--- src/rtl/if_stage_fetch.sv ---
// ---------------------------------------------------------------------------
// if_stage_fetch
//
// Instruction-fetch stage feeding the IF/ID pipeline register. It owns the
// PC, runs a single-outstanding req/ack handshake to a multi-cycle
// instruction memory, buffers one fetched instruction together with its
// PC + PC_STEP, and applies branch redirects coming back from EXE. While the
// downstream register is frozen the buffered instruction is held, so nothing
// is lost or duplicated.
//
// Parameters
//   RESET_PC        PC loaded on reset
//   PC_STEP         byte increment between sequential instructions
//
// Ports
//   clk             clock, all state updates on the rising edge
//   rst             synchronous active-high reset
//   freeze          downstream hold; IF/ID load-enable is low while set
//   branchTaken     one-cycle redirect pulse from EXE
//   branchAddr      redirect target, valid while branchTaken=1
//   memReq          instruction-memory request
//   memAddr         request address, stable until the matching ack
//   memAck          one-cycle completion pulse, memRdata valid with it
//   memRdata        instruction word returned by memory
//   pcOut           address of the buffered instruction + PC_STEP
//   instructionOut  buffered instruction
//   valid           buffer holds a live instruction (0 = bubble)
// ---------------------------------------------------------------------------
module if_stage_fetch #(
    parameter logic [31:0] RESET_PC = 32'h0000_0000,
    parameter logic [31:0] PC_STEP  = 32'd4
) (
    input  logic        clk,
    input  logic        rst,
    input  logic        freeze,
    input  logic        branchTaken,
    input  logic [31:0] branchAddr,
    output logic        memReq,
    output logic [31:0] memAddr,
    input  logic        memAck,
    input  logic [31:0] memRdata,
    output logic [31:0] pcOut,
    output logic [31:0] instructionOut,
    output logic        valid
);

    // REQ : request outstanding at r_pc
    // HAVE: buffer holds an instruction, no request outstanding
    // DROP: waiting out a request at r_drop_addr whose data will be thrown away
    typedef enum logic [1:0] {
        S_REQ  = 2'd0,
        S_HAVE = 2'd1,
        S_DROP = 2'd2
    } state_t;

    state_t      r_state;
    logic [31:0] r_pc;
    logic [31:0] r_drop_addr;
    logic [31:0] r_pc_out;
    logic [31:0] r_instr;
    logic        r_valid;

    state_t      w_state_next;
    logic [31:0] w_pc_next;
    logic [31:0] w_drop_next;
    logic        w_valid_next;
    logic        w_load_buf;
    logic [31:0] w_pc_inc;

    // Wraps modulo 2^32 by construction of the 32-bit sum.
    assign w_pc_inc = r_pc + PC_STEP;

    // -----------------------------------------------------------------------
    // Next-state / next-register logic
    // -----------------------------------------------------------------------
    always_comb begin
        // NOTE: every signal gets a default before the case so no path leaves
        // it unassigned; otherwise synthesis infers a latch.
        w_state_next = r_state;
        w_pc_next    = r_pc;
        w_drop_next  = r_drop_addr;
        w_valid_next = r_valid;
        w_load_buf   = 1'b0;

        unique case (r_state)
            S_REQ: begin
                // freeze is deliberately ignored here: the buffer is empty.
                if (memAck) begin
                    if (branchTaken) begin
                        // Returned word is on the wrong path; refetch at target.
                        w_pc_next = branchAddr;
                    end else begin
                        w_load_buf   = 1'b1;
                        w_pc_next    = w_pc_inc;
                        w_valid_next = 1'b1;
                        w_state_next = S_HAVE;
                    end
                end else if (branchTaken) begin
                    // The request cannot be withdrawn, so keep presenting its
                    // address until it completes, then discard the data.
                    w_drop_next  = r_pc;
                    w_pc_next    = branchAddr;
                    w_state_next = S_DROP;
                end
            end

            S_HAVE: begin
                // Branch beats freeze: the buffered instruction is wrong-path.
                if (branchTaken) begin
                    w_valid_next = 1'b0;
                    w_pc_next    = branchAddr;
                    w_state_next = S_REQ;
                end else if (!freeze) begin
                    // IF/ID captures the buffer at this edge.
                    w_valid_next = 1'b0;
                    w_state_next = S_REQ;
                end
            end

            S_DROP: begin
                if (branchTaken) begin
                    w_pc_next = branchAddr;
                end
                if (memAck) begin
                    w_state_next = S_REQ;
                end
            end

            default: begin
                w_valid_next = 1'b0;
                w_state_next = S_REQ;
            end
        endcase
    end

    // -----------------------------------------------------------------------
    // State registers
    // -----------------------------------------------------------------------
    // NOTE: sequential state uses non-blocking assignments so every register
    // samples the pre-edge values, independent of statement order.
    always_ff @(posedge clk) begin
        if (rst) begin
            r_state     <= S_REQ;
            r_pc        <= RESET_PC;
            r_drop_addr <= 32'h0;
            r_pc_out    <= 32'h0;
            r_instr     <= 32'h0;
            r_valid     <= 1'b0;
        end else begin
            r_state     <= w_state_next;
            r_pc        <= w_pc_next;
            r_drop_addr <= w_drop_next;
            r_valid     <= w_valid_next;
            if (w_load_buf) begin
                r_pc_out <= w_pc_inc;
                r_instr  <= memRdata;
            end
        end
    end

    // -----------------------------------------------------------------------
    // Outputs
    // -----------------------------------------------------------------------
    // memReq is gated by rst directly so no request is seen during reset,
    // matching the memory side which abandons its transaction on the same rst.
    assign memReq         = !rst && ((r_state == S_REQ) || (r_state == S_DROP));
    assign memAddr        = (r_state == S_DROP) ? r_drop_addr : r_pc;
    assign pcOut          = r_pc_out;
    assign instructionOut = r_instr;
    assign valid          = r_valid;

endmodule

--- config.mk ---
export PLATFORM = sky130hd
export DESIGN_NAME = if_stage_fetch
export DESIGN_NICKNAME = d
export VERILOG_FILES = /design/src/rtl/if_stage_fetch.sv
export SDC_FILE = /design/constraint.sdc
export NUM_CORES = 1
export LEC_CHECK = 0
export CAP_MARGIN = 25
export CORE_ASPECT_RATIO = 1.2
export CORE_MARGIN = 2
export CORE_UTILIZATION = 40
export CTS_CLUSTER_DIAMETER = 100
export DETAILED_ROUTE_END_ITERATION = 7
export GPL_ROUTABILITY_DRIVEN = 0
export PLACE_DENSITY = 0.68
export SYNTH_ARGS = -nofsm -noshare
export SYNTH_HDL_FRONTEND = slang
export SYNTH_SLANG_ARGS = --single-unit
--- constraint.sdc ---
create_clock -name clk -period 3.3 [get_ports clk]
set_input_delay 0.66 -clock clk [delete_from_list [all_inputs] [get_ports clk]]
set_output_delay 0.66 -clock clk [all_outputs]
set_load 0.005 [all_outputs]
* Word-level counts from Yosys, hierarchy flattened *
Index checks and enable logic that the tools add are counted.

word-level totals
  bits in registers = 131
  latch bits = 0
  RAM bits = 0
  memory bits (read-only) = 0
  bits of input ports = 69
  output and inout bits = 98
  logic and storage cells = 46
  memories = 0

cells by class
  $add $sub $neg = 1
  multipliers = 0
  div/mod/pow operators = 0
  $lt $le $gt $ge = 0
  eq/ne operators = 8
  shifts and indexed selects = 0
  mux-type cells = 20
  bitwise operators = 2
  reduce and logical (&&, ||, !) cells = 9

operator list
  cell                   number
  $mux 32                4
  $pmux 32 s2            1
  $add 32x3->32 const B  1
  $mux 2                 6
  $ne 3x3->1 const B     3
  $reduce_and 4->1       2
  $mux 1                 7
  $ne 2x2->1 const B     3
  $pmux 2 s3             1
  $pmux 1 s3             1
  $reduce_and 3->1       1
  $eq 2x1->1 const B     1
  $eq 2x2->1 const B     1
  $logic_not 2->1        1
  $not 1->1              2
  $reduce_bool 2->1      1
  $reduce_or 2->1        1
  $logic_and 1x1->1      1
  $logic_not 1->1        1
  $logic_or 1x1->1       1

* Longest topological paths before layout *
Gate-level depths: netlist of the first run.

  depth in word-level cells = 4
  mapped depth = 8
  depth with buffers taken out = 7

* Worst setup path after synthesis of the first run *
Ideal clock, no wire load.

  path kind = register to output
  start = reg r_state[0]
  end = out memAddr[20]
  arrival = 1.632 ns
  required time = 2.640 ns
  path slack = 1.008 ns
  stages on the path, launching flop included = 6
  buffers on the path = 2
  path through = dfxtp_1 inv_1 ha_1 clkbuf_1 buf_1 mux2_2

between the ends
  word-level cells in the longest chain between the ends = 2

ends and longest elaborated chain
  what                      RTL line  text
  start: declaration        56        state_t r_state;
  start signal: assignment  150       r_state <= w_state_next;
  $eq 2x2->1                167       assign memAddr = (r_state == S_DROP) ? r_drop_addr : r_pc;
  $mux 32                   167
  end: declaration          39        output logic [31:0] memAddr,

No other way between the ends.

* Worst setup path after layout of the first run *
  start = reg r_state[0]
  end = out memAddr[30]

Same word-level chain as after synthesis.

==> results of run 1 <==
[kinds of logic (layout without fill, tap and decap cells)]
group,count (synthesis),after routing
AOI/OAI and AO/OA,176,176
xor gates and xnor gates,26,26
adders and majority gates,5,5
buffers and inverters,85,228
DFF,131,131
muxes,38,38
and+or+nand+nor,329,329
[synthesized netlist by cell type, types with 2 or more instances]
| library cell | instances |
|---|---|
| a311oi_1 | 5 |
| nand3b_1 | 3 |
| o21ai_0 | 12 |
| and2_1 | 3 |
| nor3_1 | 10 |
| ha_1 | 5 |
| o31ai_1 | 2 |
| nand2_1 | 166 |
| buf_1 | 2 |
| xnor2_1 | 10 |
| nand3_1 | 21 |
| and4_1 | 3 |
| nand2b_1 | 3 |
| nor2b_1 | 3 |
| a22oi_1 | 13 |
| or2_2 | 2 |
| clkbuf_1 | 67 |
| buf_2 | 6 |
| mux2i_1 | 10 |
| a31oi_1 | 4 |
| mux2_2 | 28 |
| o211ai_1 | 3 |
| and3_1 | 10 |
| o22ai_1 | 9 |
| a211oi_1 | 32 |
| nand4_1 | 11 |
| dfxtp_1 | 131 |
| nor2_1 | 77 |
| a21oi_1 | 82 |
| inv_1 | 8 |
| o21bai_1 | 2 |
| xor2_1 | 16 |
| nor4_1 | 5 |
| or4_1 | 3 |
| or3_1 | 3 |
| a2111oi_0 | 5 |
[layer usage]
layer | vias to the layer above | part of all wire (%)
met5 | - | 0
met4 | 0 | 1.5
met3 | 24 | 8.5
met2 | 270 | 46
met1 | 2745 | 44
li1 | 3008 | -
[cells in the final DEF (no fill, tap or decap), types with 9 or more instances in the layout]
cell               n
nand4_1           11
a22oi_1           13
nor3_1            10
nand2_1          166
o22ai_1            9
xnor2_1           10
a21oi_1           82
xor2_1            16
clkdlybuf4s50_1  165
mux2i_1           10
and3_1            10
clkbuf_16         17
dfxtp_1          131
nor2_1            77
a211oi_1          32
o21ai_0           12
buf_4             21
nand3_1           21
mux2_2            28
[metrics by stage]
stage                     util, %  cells
after floorplan                 -    790
after global placement       53.3   1106
after detailed placement     53.3   1106
after CTS                    57.4   1137
after global routing         57.4   1137
final                        57.4   1137
[registers in the layout (all words and copies together) (netlist names)]
| name | flops |
|---|---|
| r_state | 2 |
| pcOut | 32 |
| valid | 1 |
| instructionOut | 32 |
| r_drop_addr | 32 |
| r_pc | 32 |
[final cells by class]
type / count / area, sq um / area share [%]
Sequential cell: 131 / 2620 / 30.3
Tap cell: 204 / 255 / 2.95
Clock inverter: 11 / 159 / 1.84
Inverter: 9 / 33.8 / 0.390
Multi-Input combinational cell: 574 / 3280 / 37.9
Timing Repair Buffer: 188 / 1850 / 21.4
Clock buffer: 20 / 457 / 5.28
[power breakdown]
group	switching (mW)	total, mW	internal (mW)
clock	0.684	1.98	1.29
sequential	0.0958	1.77	1.68
combinational	0.328	0.701	0.373
total	1.11	4.45	3.34
[worst max-delay path by stage]
stage,from,endpoint,slack (ns)
after global placement,memAck,r_pc[26]$_SDFFE_PP0P_,0.60
after CTS,r_state[0]$_SDFFE_PP0P_,memAddr[30],0.48
after detailed placement,memAck,r_pc[11]$_SDFFE_PP0P_,0.48
after floorplan,r_state[0]$_SDFFE_PP0P_,memAddr[20],1.01
final,r_state[0]$_SDFFE_PP0P_,memAddr[30],0.50
after global routing,r_state[0]$_SDFFE_PP0P_,memAddr[30],0.39
[worst max-delay path, stage by stage (launching register included)]
cell	delay (ns)
dfxtp_1	0.35
inv_1	0.10
ha_1	0.19
buf_12	0.23
mux2_2	0.36
clkdlybuf4s50_1	0.48
==> impl_metrics.env, run 1 <==
export IMPL_busiest_layer="met2"
export IMPL_clk_pin_slew_ns=0.05
export IMPL_worst_slack_ns=0.503
export IMPL_die_area_sq_mm=0.0166
export IMPL_ys_ff_latch=131
export IMPL_met2_usage_pct=36.0
export IMPL_drtIter0Drc=636
export IMPL_path_class="reg -> out"
export IMPL_dp_hpwl_mm=13.4
export IMPL_fp_dieH_microns=141
export IMPL_syn_inst=790
export IMPL_drtPass1Iterations=5
export IMPL_fin_crit_ns=2.80
export IMPL_cp_data_arrival_time_ns=2.14
export IMPL_synth_top_cell_area_share_pct=42.2
export IMPL_ys_types=51
export IMPL_die_w_microns=118
export IMPL_critPathLaunchType="flop"
export IMPL_critPathRequiredTime_ns=2.64
export IMPL_routedWlPerCell_microns=16.7
export IMPL_cp_max_fo=39
export IMPL_dr_total_vias=6047
export IMPL_tns_ns=0
export IMPL_cp_end_kind="primary output"
export IMPL_placed_cell_area_sq_mm=0.00804
export IMPL_place_ws_ns=0.484
export IMPL_synthArstFlopShare_pct=0
export IMPL_area_growth_pct=39.1
export IMPL_cap_violations=0
export IMPL_synth_edff_count=0
export IMPL_io_pins=167
export IMPL_min_to="instructionOut[5]$_SDFFE_PP0P_"
export IMPL_final_cell_area_sq_mm=0.00865
export IMPL_timing_fmax_mhz=358
export IMPL_htreeDepth=4
export IMPL_max_slew_margin_pct=46.6
export IMPL_netlist_area_sq_mm=0.00622
export IMPL_finalPower_mw=4.45
export IMPL_tightest_slew_ns=0.792
export IMPL_core_sq_mm=0.0151
export IMPL_antenna_left=0
export IMPL_power_density_mw_per_mm2=514
export IMPL_port_buffers=166
export IMPL_reg2reg_from="r_pc[3]$_SDFFE_PP0P_"
export IMPL_cts_num_sinks=131
export IMPL_fin_skew_ns=0.00778
export IMPL_grt_max_degree=85
export IMPL_ys_warn_count=0
export IMPL_grtUsageMet1_pct=30.1
export IMPL_min_path_cells=2
export IMPL_start_util_pct=41.2
export IMPL_hold_class="reg -> reg"
export IMPL_synthAdderAreaFrac_pct=1.01
export IMPL_finalSetupViolCount=0
export IMPL_peakVddDrop_mv=0.255
export IMPL_rsz0062_at_grt="false"
export IMPL_numCtsBuffers=17
export IMPL_reg2reg_depth=5
export IMPL_hold_violations=0
export IMPL_fin_nets=995
export IMPL_synth_nets=864
export IMPL_whs_ns=0.451
export IMPL_grt_use_total_pct=22.7
export IMPL_grt_pass1_wl_mm=30.1
export IMPL_final_fill_count=1461
export IMPL_viasPerCell=5.32
export IMPL_row_count=49
export IMPL_clock_root_buffer="clkbuf_16"
export IMPL_cts_resized=0
export IMPL_tritoncts="built"
export IMPL_synth_compound_area_share_pct=17.6
export IMPL_synthFlopType="dfxtp_1"
export IMPL_drc=0
export IMPL_antenna_found_initial=0
export IMPL_report_final_slew_viol_count=0
export IMPL_globalRouteOverflowTotal=0
export IMPL_seq_area_frac_synth_pct=42.2
export IMPL_syn_avg_cell_area_sq_um=7.87
export IMPL_synth_top_cell_by_area="dfxtp_1"
export IMPL_met3_usage_pct=6.35
export IMPL_drive_gt1_share_pct=9.75
export IMPL_cts_hold_buf=0
export IMPL_grt_pass1_vias=5582
export IMPL_antenna_diode_count=0
export IMPL_status="finished, final reports clean"
export IMPL_insertion_delay_ns=0.42
export IMPL_finalCritPeriodShare_pct=84.7
export IMPL_synth_top_family_by_area="simple AND/OR/NAND/NOR gates"
export IMPL_wl_mm=19.0
export IMPL_muxShareOfSynthArea_pct=6.68
export IMPL_synthXorXnorAreaFrac_pct=3.66
export IMPL_r2r_setup_slack_ns=0.87
export IMPL_cts_setup_buffers=0
export IMPL_min_from="instructionOut[5]$_SDFFE_PP0P_"
export IMPL_leakagePower_nw=3.08
export IMPL_cts_buffer_depth=2
export IMPL_synthTopCellsByArea="dfxtp_1, nand2_1, a21oi_1, mux2_2, nor2_1"
export IMPL_reg2reg_to="r_pc[14]$_SDFFE_PP0P_"
export IMPL_synth_simple_area_share_pct=23.7
No activity file was read; power rests on OpenSTA's default activity.
==> inputs of run 2 (changes only) <==
==> constraint.sdc (replaced) <==
create_clock -name clk -period 2.6 [get_ports clk]
set_input_delay 0.52 -clock clk [delete_from_list [all_inputs] [get_ports clk]]
set_output_delay 0.52 -clock clk [all_outputs]
set_load 0.005 [all_outputs]
==> run 2 against run 1 <==
Against the previous run: critical path depth unchanged; first-iteration DRC count decreased by 13%; critical path type unchanged; cell count increased by 2.5%; total power increased by 23%; utilization increased by 1.7 points; global-route usage increased by 0.46 points; clock skew decreased by 0.00062 ns; count of clock-buffer cells in the layout increased by 3; worst setup slack got worse by 0.45 ns; die area unchanged; flip-flop and latch count unchanged; sequential power increased by 26%.
==> impl_metrics.env, run 2 (synthesized netlist as in run 1, its figures left out) <==
export IMPL_cts_hold_buf=0
export IMPL_max_slew_margin_pct=60.2
export IMPL_drc=0
export IMPL_power_density_mw_per_mm2=616
export IMPL_antenna_found_initial=0
export IMPL_rsz0062_at_grt="true"
export IMPL_fin_crit_ns=2.55
export IMPL_grt_use_total_pct=23.2
export IMPL_cp_end_kind="primary output"
export IMPL_tightest_slew_ns=0.597
export IMPL_tritoncts="built"
export IMPL_hold_violations=0
export IMPL_report_final_slew_viol_count=0
export IMPL_clk_pin_slew_ns=0.05
export IMPL_antenna_left=0
export IMPL_io_pins=167
export IMPL_critPathRequiredTime_ns=2.08
export IMPL_mostFrequentLayoutCell="nand2_1"
export IMPL_fin_skew_ns=0.00715
export IMPL_cts_setup_buffers=0
export IMPL_row_count=49
export IMPL_wl_mm=19.3
export IMPL_status="finished, final reports clean"
export IMPL_cp_data_arrival_time_ns=2.03
export IMPL_port_buffers=166
export IMPL_finalSetupViolCount=0
export IMPL_final_cell_mix="nand2_1, clkdlybuf4s50_1, dfxtp_1"
export IMPL_drtIter0Drc=551
export IMPL_cts_buffer_depth=2
export IMPL_path_buf_inv=3
export IMPL_start_util_pct=41.2
export IMPL_leakagePower_nw=3.29
export IMPL_fin_nets=1022
export IMPL_grt_pass1_wl_mm=30.5
export IMPL_finalNonFillerCells=1165
export IMPL_globalRouteOverflowTotal=0
export IMPL_cts_num_sinks=131
export IMPL_die_area_sq_mm=0.0166
export IMPL_cp_top_family="buffers and inverters"
export IMPL_fp_dieH_microns=141
export IMPL_cp_max_fo=14
export IMPL_peakVddDrop_mv=0.387
export IMPL_core_sq_mm=0.0151
export IMPL_grt_max_degree=56
export IMPL_drtPass1Iterations=6
export IMPL_area_growth_pct=43.2
export IMPL_finalPower_mw=5.49
export IMPL_slowest_stage="clkdlybuf4s50_1"
export IMPL_timing_fmax_mhz=393
export IMPL_insertion_delay_ns=0.42
export IMPL_dp_hpwl_mm=13.6
export IMPL_final_fill_count=1408
export IMPL_drive_gt1_share_pct=12.8
export IMPL_viasPerCell=5.29
export IMPL_die_w_microns=118
export IMPL_finalCritPeriodShare_pct=97.9
export IMPL_htreeDepth=4
export IMPL_antenna_diode_count=0
export IMPL_grt_pass1_vias=5709
export IMPL_dr_total_vias=6159
export IMPL_cap_violations=0
export IMPL_hold_class="reg -> reg"
export IMPL_critPathLaunchType="flop"
export IMPL_path_cells="inv_2 -> ha_4 -> buf_12 -> mux2_2 -> clkdlybuf4s50_1"
export IMPL_numCtsBuffers=17
export IMPL_clock_root_buffer="clkbuf_16"
export IMPL_path_class="reg -> out"
export IMPL_routedWlPerCell_microns=16.6
export IMPL_slowest_delay_ns=0.45
export IMPL_placedCellCount=1132
-- run 2: worst paths after layout --
path	slack, ns	start	cells past startpoint	end
worst min register to register	0.45	r_drop_addr[6]$_SDFFE_PP0P_	2	r_drop_addr[6]$_SDFFE_PP0P_
worst max register to register	0.34	r_pc[7]$_SDFFE_PP0P_	4	r_pc[14]$_SDFFE_PP0P_
worst max-delay path	0.05	r_state[0]$_SDFFE_PP0P_	5	memAddr[11]
worst min-delay path	0.45	r_drop_addr[6]$_SDFFE_PP0P_	2	r_drop_addr[6]$_SDFFE_PP0P_
-- run 2: layer usage --
layer  up-vias  part of all wire, %  global-route usage, %
met1      2849                   45                   30.6
met2       223                   47                   37.0
li1       3056                    -                      -
met3        31                  5.7                   4.61
met5         -                    0                      0
met4         0                  2.3                   9.77
-- run 2: metrics by stage --
step	utilization [%]	hold slack [ns]	TNS (ns)	worst slack (ns)	cell area (sq um)
2_1_floorplan	-	0.433	0	0.448	6220
3_3_place_gp	54.8	0.439	0	0.329	8270
3_5_place_dp	54.8	0.445	0	0.293	8270
4_1_cts	58.9	0.454	0	0.0153	8890
5_1_grt	59.1	0.470	-0.0108	-0.00378	8910
6_report	59.1	0.451	0	0.0549	8910
-- run 2: tightest hold or removal path, stage by stage (launching register included) --
cell	delay, ns
dfxtp_1	0.30
nand2_1	0.05
a21oi_1	0.05
-- run 2: report_power, final --
| group | internal, mW | switching [mW] | leakage [nW] |
|---|---|---|---|
| combinational | 0.522 | 0.452 | 1.94 |
| sequential | 2.13 | 0.102 | 1.07 |
| clock | 1.41 | 0.875 | 0.279 |
| total | 4.06 | 1.43 | 3.29 |
-- run 2: area by class of cell --
type                            count  area, sq um  share of cell area, %
Clock inverter                      9         78.8                  0.885
Multi-Input combinational cell    574         3290                   37.0
Sequential cell                   131         2630                   29.5
Clock buffer                       23          488                   5.48
Inverter                            9         33.8                  0.379
Timing Repair Buffer              215         2130                   24.0
Tap cell                          204          255                   2.87
-- run 2: timing repair --
| action | 4_1_cts | 5_1_grt |
|---|---|---|
| cloned | 1 | 0 |
| setup endpoints to repair | 31 | 9 |
| pin swaps | 1 | 0 |
| endpoints found under the hold margin | 0 | 0 |
| gates resized for setup | 9 | 6 |
==> inputs of run 3 (changes only) <==
--- a/config.mk
+++ b/config.mk
@@ -6,13 +6,15 @@
 export NUM_CORES = 1
 export LEC_CHECK = 0
 export CAP_MARGIN = 25
+export CELL_PAD_IN_SITES_DETAIL_PLACEMENT = 0
+export CELL_PAD_IN_SITES_GLOBAL_PLACEMENT = 1
 export CORE_ASPECT_RATIO = 1.2
 export CORE_MARGIN = 2
-export CORE_UTILIZATION = 40
+export CORE_UTILIZATION = 35
 export CTS_CLUSTER_DIAMETER = 100
 export DETAILED_ROUTE_END_ITERATION = 7
 export GPL_ROUTABILITY_DRIVEN = 0
-export PLACE_DENSITY = 0.68
+export PLACE_DENSITY_LB_ADDON = 0.1
 export SYNTH_ARGS = -nofsm -noshare
 export SYNTH_HDL_FRONTEND = slang
 export SYNTH_SLANG_ARGS = --single-unit
==> run 3 against run 2 <==
Against the previous run: the run now ends with setup timing left; flip-flop and latch count is the same; die area grew 14%; combinational power grew 2.6%; first-iteration DRC count shrank 40%; wire length grew 7.0%; clock skew is essentially flat; critical path depth is the same; total power grew 7.3%; critical path type unchanged; highest routed layer unchanged.
==> impl_metrics.env, run 3 (synthesized netlist as in run 1, its figures left out) <==
export IMPL_critPathRequiredTime_ns=2.08
export IMPL_fin_nets=1034
export IMPL_cp_data_arrival_time_ns=2.09
export IMPL_fp_dieH_microns=150
export IMPL_area_growth_pct=47.0
export IMPL_finalSetupViolCount=3
export IMPL_tightest_slew_ns=0.684
export IMPL_clkPwrFrac_pct=45.3
export IMPL_viasPerCell=5.26
export IMPL_finalNonFillerCells=1193
export IMPL_power_density_mw_per_mm2=644
export IMPL_die_area_sq_mm=0.0189
export IMPL_placedCellCount=1159
export IMPL_drc=0
export IMPL_hold_class="in -> reg"
export IMPL_routedWlPerCell_microns=17.3
export IMPL_antenna_diode_count=0
export IMPL_tns_ns=-0.0122
export IMPL_antenna_found_initial=0
export IMPL_max_slew_margin_pct=53.9
export IMPL_place_ws_ns=0.191
export IMPL_path_cells="inv_2 -> ha_4 -> bufbuf_16 -> mux2_2 -> clkdlybuf4s50_1"
export IMPL_critPathLaunchType="flop"
export IMPL_grt_max_degree=62
export IMPL_wl_met2_mm=10.5
export IMPL_p_int_mw=4.40
export IMPL_slowest_delay_ns=0.44
export IMPL_insertion_delay_ns=0.42
export IMPL_core_sq_mm=0.0174
export IMPL_whs_ns=0.445
export IMPL_antenna_left=0
export IMPL_violations="setup timing"
export IMPL_grt_use_total_pct=21.8
export IMPL_dr_total_vias=6281
export IMPL_swShare_pct=25.2
export IMPL_rsz0062_at_grt="true"
export IMPL_peakVddDrop_mv=0.421
export IMPL_path_class="reg -> out"
export IMPL_io_pins=167
export IMPL_final_cell_area_sq_mm=0.00915
export IMPL_cp_max_fo=10
export IMPL_drive_gt1_share_pct=14.0
export IMPL_path_buf_inv=3
export IMPL_cp_end_kind="primary output"
export IMPL_htreeDepth=4
export IMPL_cts_buffer_depth=2
export IMPL_dp_hpwl_mm=15.1
export IMPL_cp_top_family="buffers and inverters"
export IMPL_clk_pin_slew_ns=0.06
export IMPL_dr_wl_met3_mm=1.15
export IMPL_p_sw_mw=1.49
export IMPL_utilization_pct=52.4
export IMPL_hold_violations=0
export IMPL_final_cell_mix="nand2_1, clkdlybuf4s50_1, dfxtp_1"
export IMPL_die_w_microns=126
export IMPL_grt_pass1_wl_mm=32.6
export IMPL_top_layer="met4"
export IMPL_leakagePower_nw=3.57
export IMPL_fin_crit_ns=2.61
export IMPL_fin_skew_ns=0.00763
export IMPL_slowest_stage="clkdlybuf4s50_1"
export IMPL_finalPower_mw=5.89
export IMPL_final_fill_count=1622
export IMPL_tritoncts="built"
export IMPL_grt_pass1_vias=6065
export IMPL_cts_num_sinks=131
export IMPL_cap_violations=0
export IMPL_finalCritPeriodShare_pct=100
export IMPL_power_frac_seq_pct=37.8
export IMPL_placed_cell_area_sq_mm=0.00836
export IMPL_port_buffers=166
export IMPL_timing_fmax_mhz=384
export IMPL_drtIter0Drc=330
export IMPL_report_final_slew_viol_count=0
export IMPL_wl_mm=20.7
export IMPL_mostFrequentLayoutCell="nand2_1"
export IMPL_wl_met1_mm=8.61
export IMPL_drtPass1Iterations=5
export IMPL_power_frac_comb_pct=17.0
export IMPL_worst_slack_ns=-0.00548
export IMPL_start_util_pct=35.7
export IMPL_numCtsBuffers=17
export IMPL_clock_root_buffer="clkbuf_16"
export IMPL_status="finished, violations left"
export IMPL_globalRouteOverflowTotal=0
export IMPL_row_count=53
[run 3: final cells by class]
class	count	area (sq um)	share of cell area (%)
timing repair buffer	227	2260	24.7
multi-input combinational	574	3290	36.0
sequential	131	2630	28.7
clock inverter	10	169	1.85
clock buffer	22	494	5.40
tap	220	275	3.01
inverter	9	33.8	0.369
[run 3: worst paths after layout]
check	startpoint	to	slack [ns]	cells past startpoint
setup / recovery	r_state[0]$_SDFFE_PP0P_	memAddr[28]	-0.005	5
setup reg to reg	r_pc[2]$_SDFFE_PP0P_	r_pc[14]$_SDFFE_PP0P_	0.35	5
hold / removal	rst	r_drop_addr[30]$_SDFFE_PP0P_	0.45	2
hold reg to reg	instructionOut[25]$_SDFFE_PP0P_	instructionOut[25]$_SDFFE_PP0P_	0.45	2
[run 3: repair_timing]
action,4_1_cts,5_1_grt
buffers inserted,1,0
hold buffers,0,0
endpoints found under the hold margin,0,0
setup endpoints to repair,30,31
gates cloned,1,0
gates resized for setup,10,17
[run 3: power by group through the flow]
| stage | Combinational [mW] | Clock, mW | Sequential [mW] |
|---|---|---|---|
| global route | 1.09 | 2.82 | 2.24 |
| floorplan | 0.462 | 0 | 2.24 |
| finish | 0.999 | 2.67 | 2.23 |
| CTS | 1.02 | 2.72 | 2.22 |
| global placement | 0.975 | 0 | 2.26 |
| detailed placement | 0.985 | 0 | 2.27 |
[run 3: layer usage]
metal	vias up	GRT usage, %
met1	2982	26.4
met4	0	6.94
met5	-	0
li1	3075	-
met3	24	4.90
met2	200	38.5
